===== src/rtl/rv_stream_arbiter_if.sv =====
// Handshake bundle between NUM_REQS upstream streams and one downstream sink.
// The arbiter sits on the slave side; the environment drives the master side.
interface rv_stream_arbiter_if #(
  parameter int NUM_REQS = 4,
  parameter int DATAW    = 8
);
  localparam int SELW = (NUM_REQS > 1) ? $clog2(NUM_REQS) : 1;

  logic [NUM_REQS-1:0]       valid_in;
  logic [NUM_REQS*DATAW-1:0] data_in;
  logic [NUM_REQS-1:0]       ready_in;
  logic                      valid_out;
  logic [DATAW-1:0]          data_out;
  logic [SELW-1:0]           sel_out;
  logic                      ready_out;

  modport slave (
    input  valid_in, data_in, ready_out,
    output ready_in, valid_out, data_out, sel_out
  );

  modport master (
    output valid_in, data_in, ready_out,
    input  ready_in, valid_out, data_out, sel_out
  );
endinterface


===== src/rtl/rv_stream_arbiter.sv =====
// Round-robin arbiter merging NUM_REQS ready/valid streams into one,
// with an optional single-entry registered output stage.
module rv_stream_arbiter #(
  parameter int NUM_REQS = 4,
  parameter int DATAW    = 8,
  parameter int BUFFERED = 1
) (
  input logic                  clk,
  input logic                  reset,
  rv_stream_arbiter_if.slave   bus
);
  localparam int SELW = (NUM_REQS > 1) ? $clog2(NUM_REQS) : 1;

  logic [SELW-1:0]     r_last;
  logic [SELW-1:0]     w_grant;
  logic                w_anyValid;
  logic                w_canAccept;
  logic                w_fire;
  logic [DATAW-1:0]    w_data;
  logic [NUM_REQS-1:0] w_readyIn;

  function automatic logic [SELW-1:0] wrapIdx(input int base, input int off);
    return SELW'((base + off) % NUM_REQS);
  endfunction

  // Walk from the farthest candidate back to the nearest so the nearest valid one wins.
  always_comb begin
    w_grant = '0;
    if (NUM_REQS > 1) begin
      for (int k = NUM_REQS - 1; k >= 0; k--) begin
        if (bus.valid_in[wrapIdx(int'(r_last), k + 1)]) begin
          w_grant = wrapIdx(int'(r_last), k + 1);
        end
      end
    end
  end

  assign w_anyValid = |bus.valid_in;
  assign w_fire     = w_anyValid & w_canAccept & ~reset;

  always_comb begin
    w_data = bus.data_in[int'(w_grant)*DATAW +: DATAW];
  end

  always_comb begin
    w_readyIn = '0;
    if (w_fire) begin
      w_readyIn[w_grant] = 1'b1;
    end
  end

  assign bus.ready_in = w_readyIn;

  always_ff @(posedge clk) begin
    if (reset) begin
      r_last <= SELW'(NUM_REQS - 1);
    end else if (w_fire) begin
      r_last <= w_grant;
    end
  end

  generate
    if (BUFFERED != 0) begin : g_buffered
      logic             r_valid;
      logic [DATAW-1:0] r_data;
      logic [SELW-1:0]  r_sel;

      // A pop and a load can share a cycle, keeping one transfer per clock.
      assign w_canAccept = ~r_valid | bus.ready_out;

      always_ff @(posedge clk) begin
        if (reset) begin
          r_valid <= 1'b0;
          r_data  <= '0;
          r_sel   <= '0;
        end else if (w_fire) begin
          r_valid <= 1'b1;
          r_data  <= w_data;
          r_sel   <= w_grant;
        end else if (bus.ready_out) begin
          r_valid <= 1'b0;
        end
      end

      assign bus.valid_out = r_valid;
      assign bus.data_out  = r_data;
      assign bus.sel_out   = r_sel;
    end else begin : g_passthrough
      assign w_canAccept   = bus.ready_out;
      assign bus.valid_out = w_anyValid;
      assign bus.data_out  = w_data;
      assign bus.sel_out   = w_grant;
    end
  endgenerate
endmodule


===== src/flat_wrapper.sv =====
// flat-port wrapper written by rule: the top's interface ports become plain ports
module rv_stream_arbiter_flat 
#(
  parameter int NUM_REQS = 4,
  parameter int DATAW    = 8,
  parameter int BUFFERED = 1
)
  (clk, reset, bus_valid_in, bus_data_in, bus_ready_out, bus_ready_in, bus_valid_out, bus_data_out, bus_sel_out);
  rv_stream_arbiter_if #(.NUM_REQS(NUM_REQS), .DATAW(DATAW)) bus_i ();
  input logic clk;
  input logic reset;
  input wire logic [$bits(bus_i.valid_in)-1:0] bus_valid_in;
  input wire logic [$bits(bus_i.data_in)-1:0] bus_data_in;
  input wire logic [$bits(bus_i.ready_out)-1:0] bus_ready_out;
  output wire logic [$bits(bus_i.ready_in)-1:0] bus_ready_in;
  output wire logic [$bits(bus_i.valid_out)-1:0] bus_valid_out;
  output wire logic [$bits(bus_i.data_out)-1:0] bus_data_out;
  output wire logic [$bits(bus_i.sel_out)-1:0] bus_sel_out;
  assign bus_i.valid_in = bus_valid_in;
  assign bus_i.data_in = bus_data_in;
  assign bus_i.ready_out = bus_ready_out;
  assign bus_ready_in = bus_i.ready_in;
  assign bus_valid_out = bus_i.valid_out;
  assign bus_data_out = bus_i.data_out;
  assign bus_sel_out = bus_i.sel_out;
  rv_stream_arbiter #(.NUM_REQS(NUM_REQS), .DATAW(DATAW), .BUFFERED(BUFFERED)) u_core (.clk(clk), .reset(reset), .bus(bus_i));
endmodule

===== config.mk =====
export PLATFORM = sky130hd
export DESIGN_NAME = rv_stream_arbiter_flat
export DESIGN_NICKNAME = d
export VERILOG_FILES = /design/src/rtl/rv_stream_arbiter_if.sv /design/src/rtl/rv_stream_arbiter.sv /design/src/flat_wrapper.sv
export SDC_FILE = /design/constraint.sdc
export NUM_CORES = 1
export LEC_CHECK = 0
export ABC_CLOCK_PERIOD_IN_PS = 1650
export BUFFER_PORTS_ARGS = -buffer_cell sky130_fd_sc_hd__buf_2
export CORE_AREA = 2 2 60 48
export DETAILED_ROUTE_END_ITERATION = 6
export DIE_AREA = 0 0 62 50
export PLACE_DENSITY_LB_ADDON = 0.25
export SLEW_MARGIN = 25
export SYNTH_ARGS = -nofsm -noshare
export SYNTH_HDL_FRONTEND = slang
export SYNTH_SLANG_ARGS = --single-unit

===== constraint.sdc =====
create_clock -name clk -period 1.65 [get_ports clk]
set_clock_uncertainty 0.2 [all_clocks]
set_input_delay 0.0825 -clock clk [delete_from_list [all_inputs] [get_ports clk]]
set_output_delay 0.0825 -clock clk [all_outputs]
set_load 0.1 [all_outputs]

==> metrics.txt, run 1 <==
layout cells sized above 1 between 50% and 60%; Yosys top cell area share ~28%; Critical Path RT 1.37 ns; synth top area cells dfxtp_1 28%, mux2i_1 8.7%, o31a_1 7.7%; Clk pin slew, worst setup/hold paths 0.08 ns; post-route setup slack -0.287 ns; DP Wirelength 2140 um; leading cell types in the layout, fill and taps excluded 49 x buf_2, 30 x dlygate4sd3_1, 11 x nand2_1; Adder-Cell Fraction of Synth Area 0%; crit path max fanout 4; post-synthesis compound-gate area fraction between 20 and 30%; vias after detailed routing 1273; failing checks setup timing; LEAKAGE 0.827 nW; worst path arrival time roughly 1.7 ns; Final Max Tran Viols 0; FP Rows 16; placed cell area around 1400 um^2; outcome finished with violations; first-pass GRT wire length between 5000 and 6000 um; post-synthesis mux area share ~8.7%; Max Root-Sink Buffers 2; drt initial violations 38; largest net degree at the start of global routing 11; Post-Synth XOR/XNOR Area 0%; Clock Sinks 13; die area 3100 um^2; Die Ht roughly 50 um; VDD IR max around 310 uV; CP max-delay cell dfxtp_4; H-tree depth 1; Critical Path Max Stage Delay 0.38 ns; FFs w/ async S/R, synth 0%; crit end category output pin; Final Util around 75%; area leader, netlist dfxtp_1; Final GP Congestion ~0.85; fin crit share 117%; Total Neg Setup Slack -2.08 ns; Top Family by Delay on Critical Path simple AND/OR/NAND/NOR gates; Post-synth EDFFs 0; commonest non-fill, non-tap cell in the layout buf_2; wire length per cell around 16 um; Starting Density 36.6%; critical-path cell list o21ai_2 > or2_4 > a211oi_4 > nor2b_4 > buf_12; CTS root buffer clkbuf_4; average footprint of a synthesized cell ~9 um^2; Clock Latency Late Sink 0.27 ns; Post-Synthesis Cells about 100; Cells after DPL 195; Setup crit start kind flip-flop; remaining antenna violation count after routing 0; First-pass DRT Iterations 4; CORE AREA 2500 um^2; number of synthesized register bits 13; Die Span X 62 um; Hold Path Class in -> reg; post-synthesis sequential area ratio between 20% and 30%; Finished Cell Area approximately 1900 um^2; fin crit period around 1.9 ns; area delta synth->final 104%; Final #Nets ~240; vias in the first global route 1248; DR vias/cell around 5.3; Setup-failing EPs final 12; number of buffers created by CTS 3; DRC errors left 0; CTS tree built; Max Freq 516 MHz; total grt overflow 0; simple-gate share of the synthesized area about a third; Port Buffer Count 53; worst-margin pin slew around 0.5 ns; RSZ-0062 raised after global routing yes; post-synthesis cell area ~920 um^2; final hold violation count 0; Max-slew headroom around two thirds; critical path type reg -> out; Max Cap Viol 0; WL final 3730 um; Pwr Density 770 nW/um^2; WP buf/inv 1; ant diodes 0; initial antenna violation count 0; main combinational cell family by area after synthesis simple AND/OR/NAND/NOR gates; Synthesized Nets about 140; Synth Flop Type dfxtp_1; GR Util All Layers 24.6%; Distinct cells, synth 31; Ports 54; final non-filler cell total about 240; synth warn 0
metrics by stage:
step / hold WS, ns / power, mW / worst slack (ns)
global route: 0.0330 / 1.50 / -0.324
CTS: 0.00861 / 1.40 / -0.309
global placement: 0.181 / 1.06 / -0.0748
finish: 0.0109 / 1.44 / -0.287
floorplan: 0.0353 / 0.908 / -0.237
detailed placement: 0.190 / 1.07 / -0.147
repair_timing:
action,4_1_cts,5_1_grt
gates resized for setup,14,10
gates cloned,2,0
setup endpoints to repair,14,14
pin swaps,11,8
setup buffers,7,2
hold buffers,30,0
hold endpoints to repair,12,0
routing by layer:
metal | vias to the layer above | share of wire (%) | GRT usage, %
met5 | - | 0 | 0
met4 | 0 | 2.9 | 12.4
met3 | 12 | 5.5 | 2.89
met2 | 65 | 52 | 43.8
met1 | 592 | 39 | 27.6
li1 | 604 | - | -
final cells by class:
cell class	instances	area, um^2
Multi-Input combinational cell	89	762
Clock buffer	4	26.3
Sequential cell	13	272
Fill cell	170	632
Timing Repair Buffer	97	766
Tap cell	36	45.0
worst paths after layout:
| kind | start | endpoint | slack (ns) | cells past startpoint |
|---|---|---|---|---|
| worst max-delay path | u_core.r_last[1]$_SDFFE_PP1P_ | bus_ready_in[0] | -0.29 | 5 |
| worst min-delay path | bus_data_in[3] | u_core.bus.data_out[3]$_SDFFE_PP0P_ | 0.01 | 4 |
| worst max register to register | u_core.r_last[0]$_SDFFE_PP1P_ | u_core.bus.data_out[4]$_SDFFE_PP0P_ | -0.24 | 8 |
| worst min register to register | u_core.bus.sel_out[1]$_SDFFE_PP0P_ | u_core.bus.sel_out[1]$_SDFFE_PP0P_ | 0.26 | 2 |
cell families after synthesis:
| group | after synthesis |
|---|---|
| AOI/OAI and AO/OA | 37 |
| muxes | 8 |
| and+or+nand+nor | 43 |
| DFF | 13 |
| buffers and inverters | 2 |
worst min-delay path, delay by kind of cell:
kind / cells / cell delay (ns)
buffers and inverters: 1 / 0.08
AO/OA/AOI/OAI: 2 / 0.13
AND/OR/NAND/NOR: 1 / 0.16
state kept, by name, summed over array words and instances (netlist names):
register and cells:
u_core.bus.data_out 8, u_core.bus.sel_out 2, u_core.r_last 2, u_core.bus.valid_out 1
power breakdown:
group	internal, mW	switching, mW	leakage, nW
combinational	0.321	0.537	0.703
clock	0.0936	0.107	0.0150
sequential	0.355	0.0272	0.109
cell usage after synthesis (3+ instances only):
cell type,n
a21oi_1,4
and4_1,5
and4_2,3
dfxtp_1,13
mux2i_1,8
nand2_1,11
nand2b_1,3
nor2_1,6
o211ai_1,8
o21ai_1,10
o31a_1,8
(Power assumes the default switching activity.)
==> run 2, diff against run 1 <==
--- a/config.mk
+++ b/config.mk
@@ -7,9 +7,11 @@
 export LEC_CHECK = 0
 export ABC_CLOCK_PERIOD_IN_PS = 1650
 export BUFFER_PORTS_ARGS = -buffer_cell sky130_fd_sc_hd__buf_2
-export CORE_AREA = 2 2 60 48
+export CELL_PAD_IN_SITES_DETAIL_PLACEMENT = 0
+export CELL_PAD_IN_SITES_GLOBAL_PLACEMENT = 1
+export CORE_AREA = 2 2 62 64
 export DETAILED_ROUTE_END_ITERATION = 6
-export DIE_AREA = 0 0 62 50
+export DIE_AREA = 0 0 64 66
 export PLACE_DENSITY_LB_ADDON = 0.25
 export SLEW_MARGIN = 25
 export SYNTH_ARGS = -nofsm -noshare
==> run 2 against run 1 <==
Compared with the run above:
- the run still ends with setup timing left
- register-to-register slack improved by 0.09 ns
- sequential share of layout area fell by 0.19 points
- hold slack improved by 0.015 ns
- count of clock-buffer cells in the layout fell by 1
- flip-flop and latch count did not move
- cell area rose by 1.3%
- global-route usage fell by 8.7 points
- core utilization fell by 21 points
- via count fell by 7.5%
- clock power barely moved
- maximum frequency rose by 0.65%
- critical path type unchanged
- critical endpoint unchanged
- highest routed layer unchanged
==> metrics.txt, run 2 (synthesis results as in run 1) <==
outcome finished with violations; failing checks setup timing; fin crit period 1.92 ns (-0.0125 ns); ant diodes 0 (unchanged); First-pass DRT Iterations 4 (unchanged); Worst Hold Slack 0.0257 ns (+0.0148 ns); initial antenna violation count 0 (unchanged); Ports 54 (unchanged); Sw Pwr 664 uW (-1.0%); worst path arrival time 1.64 ns (about the same); Clock Latency Late Sink 0.28 ns (about the same); worst-margin pin slew 0.661 ns (+0.174 ns); Comb pwr share 59.6% (about the same); crit path max fanout 4 (unchanged); Sw Share 46.2% (-0.37 points); post-placement worst setup slack -0.173 ns (-0.0257 ns); Clk pin slew, worst setup/hold paths 0.09 ns (about the same); number of buffers created by CTS 3 (unchanged); CP max-delay cell dfxtp_4; VDD IR max 379 uV (+20%); DR vias/cell 4.67 (-12%); FP Rows 22 (+6); vias after detailed routing 1177 (-7.5%); Die Ht 66 um (+32%); first-pass GRT wire length 5230 um (-5.5%); Port Buffer Count 53 (unchanged); fill cell count 323 (+90%); fin crit share 117% (-0.76 points); RR Startpoint u_core.r_last[0]$_SDFFE_PP1P_; largest net degree at the start of global routing 10 (-1); LEAKAGE 0.836 nW (+1.1%); DRC errors left 0 (unchanged); H-tree depth 1 (unchanged); Setup-failing EPs final 12 (unchanged); P_int 772 uW (+0.44%); Max Cap Viol 0 (unchanged); Top Family by Delay on Critical Path simple AND/OR/NAND/NOR gates; Max Freq 520 MHz (+0.65%); Cells after DPL 208 (+6.7%); layout cells sized above 1 53.4% (+2.2 points); Setup crit start kind flip-flop; final non-filler cell total 252 (+5.4%); Critical Path RT 1.37 ns (about the same); Max-slew headroom 55.7% (-12 points); critical-path cell list o21ai_1 > or2_4 > a211oi_4 > nor2b_4 > buf_12; vias in the first global route 1228 (-1.6%); commonest non-fill, non-tap cell in the layout buf_2; WL final 3240 um (-13%); remaining antenna violation count after routing 0 (unchanged); Clock power frac 14.0% (about the same); Clock Sinks 13 (unchanged); hold path start bus_valid_in[0]; RSZ-0062 raised after global routing yes; CORE AREA 3550 um^2 (+42%); DP Wirelength 2220 um (+3.9%); Hold Path Class in -> reg; wire length per cell 12.9 um (-18%); Critical path origin u_core.r_last[1]$_SDFFE_PP1P_; CTS tree built; Critical Path Max Stage Delay 0.37 ns (about the same); Final GP Congestion 0.765 (-9.9%); WP buf/inv 1 (unchanged); Flop pwr share 26.4% (about the same); CTS root buffer clkbuf_4; Die Span X 64 um (+3.2%); final hold violation count 0 (unchanged); max reg flops 8 (unchanged); total grt overflow 0 (unchanged); Final Util 53.4% (-21 points); drt initial violations 29 (-24%); Final #Nets 244 (+0.41%); critical path type reg -> out; Max Root-Sink Buffers 2 (unchanged); post-route setup slack -0.275 ns (+0.0125 ns); die area 4220 um^2 (+36%); leading cell types in the layout, fill and taps excluded 49 x buf_2, 28 x dlygate4sd3_1, 12 x buf_4; crit end category output pin; Final Max Tran Viols 0 (unchanged); Starting Density 25.8% (-11 points); area delta synth->final 107%; GR Util All Layers 15.9% (-8.7 points); Pwr Density 758 nW/um^2 (-1.6%)
run 2: changes by cell type in the layout (fill, tap and decap cells not counted), moves of 2 or more:
cell	delta
buf_4	+5
and4_2	-3
and4_4	+3
buf_6	-3
dlygate4sd3_1	-2
mux2i_1	+2
mux2i_2	-2
o21ai_1	-2
o21ai_2	+2
run 2: metrics by stage:
stage / cell area (um^2) / power (mW) / TNS [ns]
6_report: 1900 / 1.44 / -2.05
5_1_grt: 1900 / 1.52 / -2.86
4_1_cts: 1800 / 1.39 / -1.92
3_5_place_dp: 1380 / 1.08 / -1.72
3_3_place_gp: 1380 / 1.07 / -0.719
2_1_floorplan: 962 / 0.908 / -0.346
run 2: power by group through the flow:
| stage | Combinational, mW | Sequential (mW) | Clock [mW] |
|---|---|---|---|
| floorplan | 0.270 | 0.638 | 0 |
| global placement | 0.684 | 0.386 | 0 |
| detailed placement | 0.689 | 0.387 | 0 |
| CTS | 0.799 | 0.380 | 0.213 |
| global route | 0.902 | 0.385 | 0.230 |
| finish | 0.856 | 0.379 | 0.201 |
run 2: worst min-delay path: cells and delay by family:
family,cells,cell delay [ns]
buf+inv,2,0.20
simple gates,1,0.05
compound gates,1,0.13
run 2: repair_timing:
item,CTS,global route
setup endpoints to repair,14,14
buffers inserted,8,7
gates resized for setup,11,15
hold buffers,28,0
pin swaps,8,31
endpoints found under the hold margin,13,0
run 2: layer usage:
layer	GRT usage, %	up-vias	wire length, um
met3	4.26	4	141
met1	17.0	539	1360
met4	5.71	0	37
met5	0	-	0
li1	-	598	-
met2	29.8	36	1700
run 2: area by class of cell:
class                      count  area, um^2  share of cell area [%]
clock buffer                   3        22.5                    1.19
clock inverter                 1        5.00                   0.264
multi-input combinational     88         752                    39.7
sequential                    13         272                    14.3
tap                           48        60.1                    3.17
timing repair buffer          99         785                    41.4
run 2: final timing paths:
path                                          to  slack, ns  cells past startpoint
min reg2reg  u_core.bus.data_out[0]$_SDFFE_PP0P_       0.28                      2
max                              bus_ready_in[0]      -0.27                      5
max reg2reg  u_core.bus.data_out[2]$_SDFFE_PP0P_      -0.15                      8
min            u_core.bus.valid_out$_SDFFE_PP0P_       0.03                      4
